===== config.mk =====
export PLATFORM = sky130hd
export DESIGN_NAME = mem_arbiter
export DESIGN_NICKNAME = d
export VERILOG_FILES = /design/src/rtl/mem_pkg.sv /design/src/rtl/rr_arb2.sv /design/src/rtl/mem_arbiter.sv
export SDC_FILE = /design/constraint.sdc
export NUM_CORES = 1
export LEC_CHECK = 0
export ABC_AREA = 0
export ABC_CLOCK_PERIOD_IN_PS = 1850
export CAP_MARGIN = 20
export CELL_PAD_IN_SITES_DETAIL_PLACEMENT = 0
export CELL_PAD_IN_SITES_GLOBAL_PLACEMENT = 1
export CORE_AREA = 2 2 651 653
export DETAILED_ROUTE_END_ITERATION = 16
export DIE_AREA = 0 0 653 655
export GPL_TIMING_DRIVEN = 1
export PLACE_DENSITY_LB_ADDON = 0.1
export SETUP_SLACK_MARGIN = 0.02
export SLEW_MARGIN = 10
export SYNTH_ARGS = -nofsm -noshare
export SYNTH_HDL_FRONTEND = slang
export SYNTH_SLANG_ARGS = --single-unit

===== constraint.sdc =====
create_clock -name clk_i -period 1.85 [get_ports clk_i]
set_input_delay 0.37 -clock clk_i [delete_from_list [all_inputs] [get_ports clk_i]]
set_output_delay 0.37 -clock clk_i [all_outputs]
set_load 0.1 [all_outputs]

===== src/rtl/mem_pkg.sv =====
// rtl/mem_pkg.sv - shared line-interface types for the memory arbiter and dcache
package mem_pkg;

  localparam int ADDR_W_DEF = 32;
  localparam int LINE_W_DEF = 256;

  typedef enum logic [1:0] {
    ST_IDLE = 2'd0,
    ST_BUSY = 2'd1,
    ST_RESP = 2'd2
  } arb_state_e;

  typedef struct packed {
    logic                  write;
    logic [ADDR_W_DEF-1:0] addr;
    logic [LINE_W_DEF-1:0] data;
  } line_req_t;

endpackage


===== src/rtl/rr_arb2.sv =====
// rtl/rr_arb2.sv - two-way winner select, fixed priority or round-robin on a last-grant pointer
module rr_arb2 #(
  parameter int FIXED_PRIO = 0
) (
  input  logic req0,
  input  logic req1,
  input  logic last_gnt,
  output logic any,
  output logic win
);

  always_comb begin
    any = req0 | req1;
    win = req1;
    if (req0 && req1) begin
      win = (FIXED_PRIO != 0) ? 1'b0 : ~last_gnt;
    end
  end

endmodule


===== src/rtl/mem_arbiter.sv =====
// rtl/mem_arbiter.sv - serialises two line requesters onto one Data_Memory port
module mem_arbiter
  import mem_pkg::*;
#(
  parameter int ADDR_W     = ADDR_W_DEF,
  parameter int LINE_W     = LINE_W_DEF,
  parameter int FIXED_PRIO = 0,
  parameter int TIMEOUT    = 64,
  parameter int CNT_W      = 16
) (
  input  logic              clk_i,
  input  logic              rst_i,
  input  logic              req0_enable_i,
  input  logic              req0_write_i,
  input  logic [ADDR_W-1:0] req0_addr_i,
  input  logic [LINE_W-1:0] req0_data_i,
  output logic              req0_ack_o,
  output logic [LINE_W-1:0] req0_data_o,
  input  logic              req1_enable_i,
  input  logic              req1_write_i,
  input  logic [ADDR_W-1:0] req1_addr_i,
  input  logic [LINE_W-1:0] req1_data_i,
  output logic              req1_ack_o,
  output logic [LINE_W-1:0] req1_data_o,
  output logic              mem_enable_o,
  output logic              mem_write_o,
  output logic [ADDR_W-1:0] mem_addr_o,
  output logic [LINE_W-1:0] mem_data_o,
  input  logic              mem_ack_i,
  input  logic [LINE_W-1:0] mem_data_i,
  output logic              err_o,
  output logic [CNT_W-1:0]  grant_cnt0_o,
  output logic [CNT_W-1:0]  grant_cnt1_o
);

  localparam int WD_W = (TIMEOUT > 1) ? $clog2(TIMEOUT) : 1;
  localparam logic [WD_W-1:0] WD_LAST = WD_W'(TIMEOUT - 1);

  typedef struct packed {
    logic              write;
    logic [ADDR_W-1:0] addr;
    logic [LINE_W-1:0] data;
  } arb_req_t;

  arb_state_e        state, state_nxt;
  arb_req_t          lat_req;
  logic              gnt;
  logic              last_gnt;
  logic [WD_W-1:0]   wdog;
  logic [LINE_W-1:0] cap_data;
  logic              err;
  logic [CNT_W-1:0]  cnt0, cnt1;
  logic              any_req, win, grant_go, wd_expired;

  rr_arb2 #(
    .FIXED_PRIO(FIXED_PRIO)
  ) u_rr_arb2 (
    .req0    (req0_enable_i),
    .req1    (req1_enable_i),
    .last_gnt(last_gnt),
    .any     (any_req),
    .win     (win)
  );

  assign wd_expired = (wdog == WD_LAST);

  always_comb begin
    state_nxt = state;
    grant_go  = 1'b0;
    case (state)
      ST_IDLE: begin
        if (any_req) begin
          state_nxt = ST_BUSY;
          grant_go  = 1'b1;
        end
      end
      ST_BUSY: begin
        if (mem_ack_i || wd_expired) state_nxt = ST_RESP;
      end
      ST_RESP: state_nxt = ST_IDLE;
      default: state_nxt = ST_IDLE;
    endcase
  end

  always_ff @(posedge clk_i) begin
    if (!rst_i) begin
      state    <= ST_IDLE;
      lat_req  <= '0;
      gnt      <= 1'b0;
      last_gnt <= 1'b1;
      wdog     <= '0;
      cap_data <= '0;
      err      <= 1'b0;
      cnt0     <= '0;
      cnt1     <= '0;
    end else begin
      state <= state_nxt;
      if (grant_go) begin
        gnt      <= win;
        last_gnt <= win;
        wdog     <= '0;
        if (win) begin
          lat_req <= '{write: req1_write_i, addr: req1_addr_i, data: req1_data_i};
          if (cnt1 != '1) cnt1 <= cnt1 + 1'b1;
        end else begin
          lat_req <= '{write: req0_write_i, addr: req0_addr_i, data: req0_data_i};
          if (cnt0 != '1) cnt0 <= cnt0 + 1'b1;
        end
      end
      if (state == ST_BUSY) begin
        wdog <= wdog + 1'b1;
        // A real ack wins over a watchdog expiry landing on the same cycle.
        if (mem_ack_i) begin
          cap_data <= mem_data_i;
        end else if (wd_expired) begin
          cap_data <= '0;
          err      <= 1'b1;
        end
      end
    end
  end

  assign mem_enable_o = (state == ST_BUSY);
  assign mem_write_o  = lat_req.write;
  assign mem_addr_o   = lat_req.addr;
  assign mem_data_o   = lat_req.data;
  assign req0_ack_o   = (state == ST_RESP) && !gnt;
  assign req1_ack_o   = (state == ST_RESP) && gnt;
  assign req0_data_o  = cap_data;
  assign req1_data_o  = cap_data;
  assign err_o        = err;
  assign grant_cnt0_o = cnt0;
  assign grant_cnt1_o = cnt1;

endmodule


==> out/metrics.yaml, run 1 <==
grt:
  met2_usage: 0.2319
  grt_pass1_vias: 26091
  antenna_found_initial: 187
  met1_usage: 0.1224
  track_usage: 0.1221
  grt_overflow_total: 0
  grt-busiest-layer: "met2"
  met3_usage: 0.05779
  grt_max_degree: 35
  grt_pass1_wl_mm: 334.0
synth:
  ys_ff_latch: 588
  netlist_area_um2: 22350
  synthCells: 2091
  ys_warn_count: 0
  synthDistinctLibCells: 49
  synth.avg_cell_area_um2: 10.69
  synth_edf_count: 0
  synth_seq_area_share: 0.5268
  synth-main-ff-cell: "dfxtp_1"
  async_reset_ff_frac: 0
  synth.net_count: 2933
sta:
  hold_viol_final: 0
  setup_slack_ns: -0.2823
  fin_skew_ns: 0.05677
  slew_viol_final: 0
  min_period_ns: 2.132
  rsz0062_at_grt: "yes"
  worst_slew_pin_slew_ns: 0.4819
  period_share: 1.153
  slew_headroom: 0.6777
  timing.fmax_mhz: 469.0
  final-setup-viol-count: 867
clock_tree:
  cts_buffers: 105
  insertion_delay_ns: 0.84
  htreeDepth: 3
  clock_path_buffers: 4
  cts_tree: "done"
  path_clk_slew_ns: 0.06
  cts-root-buf: "clkbuf_16"
  clock-sinks: 588
outcome:
  outcome: "complete, but fails checks"
  violations: "negative setup slack"
placement:
  dp_hpwl_mm: 229.5
  portBuffers: 1675
  dpl.cell_count: 9134
  placed_cell_area_um2: 54210
  place.gp.congestion: 0.7527
route:
  ant_nets: 0
  drt_iter0_drc: 2312
  post-route-drc-count: 0
  routed_wl_mm: 274.8
  num_vias: 25863
  first_pass_iters: 8
  routed_via_density: 2.735
  wl_per_cell_um: 29.07
power_and_ir_drop:
  p_per_area_nw_per_um2: 923.2
  clkPwrFrac: 0.366
  p_switching_mw: 21.95
  comb_power_share: 0.367
  peakVddDrop_uv: 592.4
  leakage_nw: 21.70
  p_int_mw: 33.65
  power.share.sequential: 0.268
  swShare: 0.3947
worst_setup_path:
  critPathCaptureType: "primary output"
  cp_max_fo: 3
  cp.required_ns: 1.48
  crit_start: "state[0]"
  startpoint_type: "flip-flop"
  crit_type: "reg -> out"
  cp.arrival_ns: 1.76
  timing.rr.start: "state[0]"
die:
  die_area_um2: 427700
  coreArea_um2: 421600
  ios: 1676
  die_w_um: 653
  die_h_um: 655
  num_rows: 239
  initial_core_util: 0.05300
finish:
  layoutNonFillerInstCount: 9456
  syn2layout_area_growth_pct: 169.5
  nets: 4624
  drive_above_1_share: 0.3943
  final_cell_area_um2: 60230
  nFillCells: 46968
worst_hold_path:
  hold_path_class: "in -> reg"
  hp-start: "mem_data_i[79]"
flow_run:
  cap_violations: 0
path summary, 6_finish.rpt:
path,endpoint,slack [ns],cells after the start
hold / removal,req0_data_o[79],0.12,2
setup / recovery,req1_ack_o,-0.28,3
hold reg to reg,req0_data_o[143],0.49,1
setup reg to reg,mem_data_o[137],-0.25,10
cell type report:
type                       instances  area (um^2)  share of cell area
timing repair buffer            2035        29660              0.4925
sequential                       588        12180              0.2023
multi-input combinational       1043         7873              0.1307
tap                             5543         6935              0.1152
clock buffer                     158         3058             0.05077
clock inverter                    32        350.3            0.005817
antenna                           48        120.1            0.001994
inverter                           9        46.29           0.0007687
cells in the final DEF (no fill, tap or decap), types with 7 or more instances in the layout:
master,netlist,layout
nand2_1,34,33
mux2i_1,15,15
dfxtp_2,0,23
buf_8,0,8
buf_4,262,216
nor2_1,300,300
nand3_1,14,13
nor4_1,8,7
a22o_1,256,256
nand4_1,10,10
a222oi_1,289,289
diode_2,0,48
clkbuf_1,57,31
clkbuf_8,0,21
nor3_1,8,7
buf_16,0,39
clkdlybuf4s50_1,0,838
clkbuf_16,0,111
buf_6,24,31
nand2b_1,15,13
dlygate4sd3_1,0,7
dfxtp_4,0,102
clkinv_2,0,17
a21oi_1,24,18
buf_12,0,885
dfxtp_1,588,463
timing repair:
action / 4_1_cts / 5_1_grt
setup endpoints to repair: 1412 / 1415
hold endpoints to repair: 7 / 0
gates cloned: 28 / 6
pin swaps: 147 / 108
setup buffers: 32 / 13
hold buffers: 7 / 0
gates resized for setup: 270 / 67
cells by family after synthesis:
family / after synthesis / synth area share
muxes: 15 / 0.006719
and+or+nand+nor: 421 / 0.08253
adders and majority gates: 3 / 0.001680
DFF: 588 / 0.5268
buffers and inverters: 461 / 0.1352
AOI/OAI and AO/OA: 603 / 0.2471
metal layers:
| layer | vias up | routed length, um |
|---|---|---|
| li1 | 11400 | - |
| met1 | 12614 | 96100 |
| met2 | 1349 | 146200 |
| met3 | 404 | 27760 |
| met4 | 96 | 4188 |
| met5 | - | 645 |
state kept, by name, summed over array words and instances (netlist names):
| register | count |
|---|---|
| grant_cnt0_o | 16 |
| mem_write_o | 1 |
| state | 2 |
| last_gnt | 1 |
| gnt | 1 |
| grant_cnt1_o | 16 |
| req0_data_o | 256 |
| mem_addr_o | 32 |
| err_o | 1 |
| wdog | 6 |
| mem_data_o | 256 |
synth_stat cells, types with 4 or more instances:
library cell	number	share of area
a22o_1	256	0.10
buf_2	102	0.023
nor4_2	4	0.0022
nand2b_1	15	0.0042
a222oi_1	289	0.13
buf_6	24	0.012
nand4_1	10	0.0028
nand3_1	14	0.0031
nor2_1	300	0.050
buf_1	7	0.0012
dfxtp_1	588	0.53
o31ai_1	9	0.0030
clkbuf_1	57	0.0096
o21ai_0	6	0.0013
mux2i_1	15	0.0067
and3_1	5	0.0014
a21oi_1	24	0.0054
buf_4	262	0.088
nor3_1	8	0.0018
nor4_1	8	0.0022
nand2_1	34	0.0057
or4_1	9	0.0030
inv_1	7	0.0012
power groups by stage:
stage | combinational [mW] | clock (mW) | sequential [mW]
finish | 20.4 | 20.3 | 14.9
global route | 21.1 | 21.9 | 15.0
CTS | 20.5 | 21.6 | 14.9
detailed placement | 19.6 | 0 | 15.2
global placement | 19.7 | 0 | 15.2
floorplan | 4.42 | 0 | 20.4
critical path, stage by stage (launching register included):
cell     delay (ns)
dfxtp_4        0.37
buf_6          0.13
nor3b_4        0.20
buf_12         0.20
per-stage QoR:
step	power [mW]	setup TNS, ns	worst slack [ns]	utilization	hold WS, ns
detailed placement	34.84	-343.01	-0.7011	0.1286	0.4711
CTS	57.05	-186.29	-0.4386	0.1412	0.0002257
floorplan	24.82	-0.9854	-0.2316	-	0.4432
global placement	34.89	-338.61	-0.7381	0.1286	0.4679
finish	55.60	-75.30	-0.2823	0.1428	0.1237
global route	57.96	-185.80	-0.3962	0.1426	0.04487
Power figures use the tool's default switching activity.
==> run 2: changes to the inputs <==
--- a/config.mk
+++ b/config.mk
@@ -15,7 +15,7 @@
 export DIE_AREA = 0 0 653 655
 export GPL_TIMING_DRIVEN = 1
 export PLACE_DENSITY_LB_ADDON = 0.1
-export SETUP_SLACK_MARGIN = 0.02
+export SETUP_SLACK_MARGIN = 0.3
 export SLEW_MARGIN = 10
 export SYNTH_ARGS = -nofsm -noshare
 export SYNTH_HDL_FRONTEND = slang
==> out/metrics.yaml, run 2 (same netlist as run 1, synthesis figures left out) <==
flow_run:
  cap_violations: 0
worst_setup_path:
  crit_type: "reg -> out"
  cpPeakStageDelay_ns: 0.35
  slowest_stage: "dfxtp_4"
  critPathCaptureType: "primary output"
  cp.required_ns: 1.48
  startpoint_type: "flip-flop"
  cp_max_fo: 3
  critical_path.cell_chain: "buf_6 -> buf_6 -> inv_6 -> nor3b_4 -> buf_12"
  crit_path_frequent_cell: "buf_6"
  cp.arrival_ns: 1.80
finish:
  nets: 4551
  layout_commonest_cell: "buf_12"
  drive_above_1_share: 0.4476
  fin_util: 0.1440
  layout_common_cells: "891 x buf_12, 838 x clkdlybuf4s50_1, 300 x nor2_1"
  nFillCells: 46917
  syn2layout_area_growth_pct: 171.6
clock_tree:
  cts-root-buf: "clkbuf_16"
  htreeDepth: 3
  clock-sinks: 588
  cts_buffers: 101
  clock_path_buffers: 4
  insertion_delay_ns: 0.83
  path_clk_slew_ns: 0.06
  cts_tree: "done"
route:
  wl_met3_mm: 30.70
  routed_wl_mm: 276.7
  wl_per_cell_um: 29.45
  wl_met2_mm: 144.2
  wl_met1_mm: 93.23
  first_pass_iters: 9
  num_vias: 25721
  highest_layer: "met5"
  drt_iter0_drc: 2257
  post-route-drc-count: 0
  ant_nets: 0
  routed_via_density: 2.737
grt:
  track_usage: 0.1197
  grt_overflow_total: 0
  grt_max_degree: 46
  antenna_found_initial: 207
  grt_pass1_vias: 25588
  grt_pass1_wl_mm: 325.8
die:
  die_w_um: 653
  die_area_um2: 427700
  coreArea_um2: 421600
  initial_core_util: 0.05300
  die_h_um: 655
  num_rows: 239
  ios: 1676
sta:
  fin_skew_ns: 0.05913
  rsz0062_at_grt: "yes"
  min_period_ns: 2.171
  slew_headroom: 0.5427
  timing.fmax_mhz: 460.5
  hold_viol_final: 0
  finalSetupTns_ns: -80.60
  worst_slew_pin_slew_ns: 0.6834
  final-setup-viol-count: 545
  period_share: 1.174
  slew_viol_final: 0
  setup_slack_ns: -0.3214
outcome:
  violations: "negative setup slack"
  outcome: "complete, but fails checks"
worst_hold_path:
  hold_path_class: "in -> reg"
power_and_ir_drop:
  clkPwrFrac: 0.362
  swShare: 0.3929
  power.share.sequential: 0.271
  p_int_mw: 33.17
  p_per_area_nw_per_um2: 900.1
  p_switching_mw: 21.47
  comb_power_share: 0.366
  peakVddDrop_uv: 662.7
  leakage_nw: 21.55
placement:
  dp_hpwl_mm: 228.6
  place.gp.congestion: 0.7376
  portBuffers: 1675
[run 2: cell types whose count changed in the layout (fill, tap and decap cells not counted), moves of 6 or more]
cell           previous run  this run
clkbuf_16               111       131
dfxtp_1                 463       222
nor4_1                    7         0
dfxtp_4                 102       262
buf_16                   39        30
dlygate4sd3_1             7         1
dfxtp_2                  23       104
buf_4                   216       124
buf_12                  885       891
diode_2                  48        71
bufbuf_16                 6         0
buf_8                     8        22
clkinv_2                 17         7
[run 2: final cells by class]
cell class | instances | area [um^2] | share of cell area
tap | 5543 | 6935 | 0.1143
multi-input combinational | 1042 | 7930 | 0.1306
antenna | 71 | 177.7 | 0.002927
clock buffer | 158 | 2992 | 0.04928
inverter | 9 | 58.81 | 0.0009688
sequential | 588 | 12880 | 0.2123
timing repair buffer | 1967 | 29420 | 0.4847
clock inverter | 18 | 302.8 | 0.004988
[run 2: what timing repair did]
| action | CTS | global route |
|---|---|---|
| gates resized for setup | 401 | 84 |
| cloned | 12 | 36 |
| buffers inserted | 34 | 25 |
| endpoints found under the setup margin | 1413 | 1418 |
| hold endpoints to repair | 1 | 0 |
| hold buffers | 1 | 0 |
| pin swaps | 56 | 35 |
[run 2: power by group through the flow]
stage	sequential, mW	clock, mW	combinational [mW]
after floorplan	20.5	0	4.51
final	14.8	19.8	20.0
after detailed placement	15.3	0	19.3
after global placement	15.3	0	19.4
after global routing	15.0	21.2	20.6
after CTS	14.9	21.0	19.7
[run 2: worst max-delay path, delay by kind of cell, from the launching register on]
kind / cells / cell delay, ns
AND/OR/NAND/NOR: 1 / 0.21
flip-flops: 1 / 0.35
buffers and inverters: 4 / 0.43
[run 2: path summary, 6_finish.rpt]
kind                          from  slack, ns  cells past startpoint                to
setup reg to reg          state[1]      -0.28                     10  req0_data_o[153]
hold / removal      mem_data_i[58]       0.12                      2   req0_data_o[58]
hold reg to reg   grant_cnt0_o[15]       0.50                      2  grant_cnt0_o[15]
setup / recovery          state[1]      -0.32                      5        req1_ack_o
[run 2: through the flow]
stage	power (mW)	setup WS [ns]	cells	hold WS, ns	cell area (um^2)
detailed placement	34.56	-0.7183	9041	0.4923	54020
floorplan	24.97	-0.08316	2091	0.4432	23240
finish	54.64	-0.3214	9396	0.1235	60700
CTS	55.62	-0.4689	9264	0.0001897	59030
global route	56.81	-0.4326	9347	0.05995	60580
global placement	34.62	-0.7694	9041	0.4943	54020
[run 2: metal layers]
metal,up-vias,track usage
li1,11299,-
met5,-,0
met3,459,0.06454
met2,1376,0.2187
met4,138,0.03550
met1,12449,0.1148
==> run 3: changes to the inputs <==
--- a/config.mk
+++ b/config.mk
@@ -15,7 +15,9 @@
 export DIE_AREA = 0 0 653 655
 export GPL_TIMING_DRIVEN = 1
 export PLACE_DENSITY_LB_ADDON = 0.1
-export SETUP_SLACK_MARGIN = 0.3
+export RECOVER_POWER = 100
+export REMOVE_ABC_BUFFERS = 1
+export SETUP_SLACK_MARGIN = 0.4
 export SLEW_MARGIN = 10
 export SYNTH_ARGS = -nofsm -noshare
 export SYNTH_HDL_FRONTEND = slang
==> out/metrics.yaml, run 3 (same netlist as run 1, synthesis figures left out) <==
clock_tree:
  clock_path_buffers: 4
  cts_tree: "done"
  clock-sinks: 588
  htreeDepth: 3
  cts-root-buf: "clkbuf_16"
  path_clk_slew_ns: 0.06
  insertion_delay_ns: 0.83
  cts_buffers: 102
worst_hold_path:
  whs_endpoint: "req0_data_o[166]"
  whs_path_depth: 2
  hp-start: "mem_data_i[166]"
  hold_path_class: "in -> reg"
placement:
  place.gp.congestion: 0.8071
  dpl.cell_count: 9071
  placed_cell_area_um2: 53320
  portBuffers: 1675
  dp_hpwl_mm: 230.8
finish:
  layout_commonest_cell: "clkdlybuf4s50_1"
  layout_common_cells: "837 x clkdlybuf4s50_1, 836 x buf_12, 300 x nor2_1"
  syn2layout_area_growth_pct: 179.5
  final_cell_area_um2: 62460
  drive_above_1_share: 0.4604
  layoutNonFillerInstCount: 9498
  nets: 4698
sta:
  timing.fmax_mhz: 432.6
  fin_skew_ns: 0.05217
  slew_viol_final: 0
  finalSetupTns_ns: -119.53
  setup_slack_ns: -0.4615
  final-setup-viol-count: 585
  period_share: 1.249
  hold_viol_final: 0
  min_period_ns: 2.312
  worst_slew_pin_slew_ns: 0.5227
  rsz0062_at_grt: "yes"
  slew_headroom: 0.6504
  timing.hold.ws_ns: 0.1264
grt:
  met1_usage: 0.1309
  antenna_found_initial: 177
  met3_usage: 0.04901
  grt_pass1_wl_mm: 342.4
  grt_pass1_vias: 26926
  track_usage: 0.1256
  grt_max_degree: 52
  grt_overflow_total: 0
  met2_usage: 0.2375
  grt-busiest-layer: "met2"
die:
  num_rows: 239
  coreArea_um2: 421600
  ios: 1676
  die_h_um: 655
  die_area_um2: 427700
  initial_core_util: 0.05300
  die_w_um: 653
worst_setup_path:
  rrSetupSlack_ns: -0.39
  critPathBufInv: 3
  critical_path.cell_chain: "buf_6 -> inv_1 -> nor3b_4 -> buf_12"
  cp_top_family: "buffers and inverters"
  cpPeakStageDelay_ns: 0.36
  startpoint_type: "flip-flop"
  reg2reg_depth: 10
  cp_max_fo: 3
  critPathCaptureType: "primary output"
  slowest_stage: "dfxtp_4"
  cp.arrival_ns: 1.94
  crit_type: "reg -> out"
  r2r_end: "mem_data_o[220]"
  cp.required_ns: 1.48
  timing.rr.start: "state[1]"
flow_run:
  cap_violations: 0
route:
  routed_via_density: 2.793
  first_pass_iters: 9
  routed_wl_mm: 288.3
  num_vias: 26524
  drt_iter0_drc: 2252
  ant_nets: 0
  post-route-drc-count: 0
  wl_per_cell_um: 30.35
outcome:
  outcome: "complete, but fails checks"
  violations: "negative setup slack"
power_and_ir_drop:
  p_total_mw: 55.42
  peakVddDrop_uv: 657.6
  leakage_nw: 22.57
  p_per_area_nw_per_um2: 887.2
## run 3: changes by cell type in the layout (fill, tap and decap cells not counted), moves of 35 or more
cell | previous run | this run
diode_2 | 71 | 24
dfxtp_1 | 222 | 259
buf_4 | 124 | 161
dfxtp_2 | 104 | 57
buf_6 | 31 | 100
buf_8 | 22 | 66
buf_12 | 891 | 836
buf_16 | 30 | 65
## run 3: layer usage
layer	up-vias	wire length [um]
met1	13135	104800
met5	-	795
li1	11528	-
met3	365	25480
met2	1368	152100
met4	128	5176
## run 3: how the worst max path moves through the flow
stage	from	to	slack, ns	cells past startpoint
floorplan	req1_enable_i	mem_addr_o[0]	-9.24	3
global placement	req0_enable_i	grant_cnt1_o[11]	-0.62	7
detailed placement	req0_enable_i	grant_cnt1_o[13]	-0.60	7
CTS	state[1]	req1_ack_o	-0.63	4
global route	state[1]	req1_ack_o	-0.59	4
finish	state[1]	req1_ack_o	-0.46	4
## run 3: cell type report
cell class,instances,area [um^2]
flip-flops and latches,588,12860
diodes,24,60.06
clock inverters,24,230.2
multi-input cells,1042,7989
fillers,46958,359200
repair buffers,2113,31340
clock buffers,155,3005
inverters,9,43.79
well taps,5543,6935
## run 3: metrics by stage
stage	setup WS (ns)	util
floorplan	-9.243	-
CTS	-0.6261	0.1434
global route	-0.5865	0.1480
detailed placement	-0.5977	0.1264
global placement	-0.6206	0.1264
finish	-0.4615	0.1481
## run 3: power breakdown
part / internal, mW / switching (mW)
Sequential: 13.4 / 1.38
Clock: 11.5 / 7.89
Combinational: 8.47 / 12.8
## run 3: timing repair
item / CTS / global route
endpoints found under the hold margin: 7 / 0
hold buffers: 2 / 0
endpoints found under the setup margin: 1416 / 1423
gates resized for setup: 799 / 189
pin swaps: 232 / 225
gates cloned: 43 / 52
setup buffers: 97 / 30
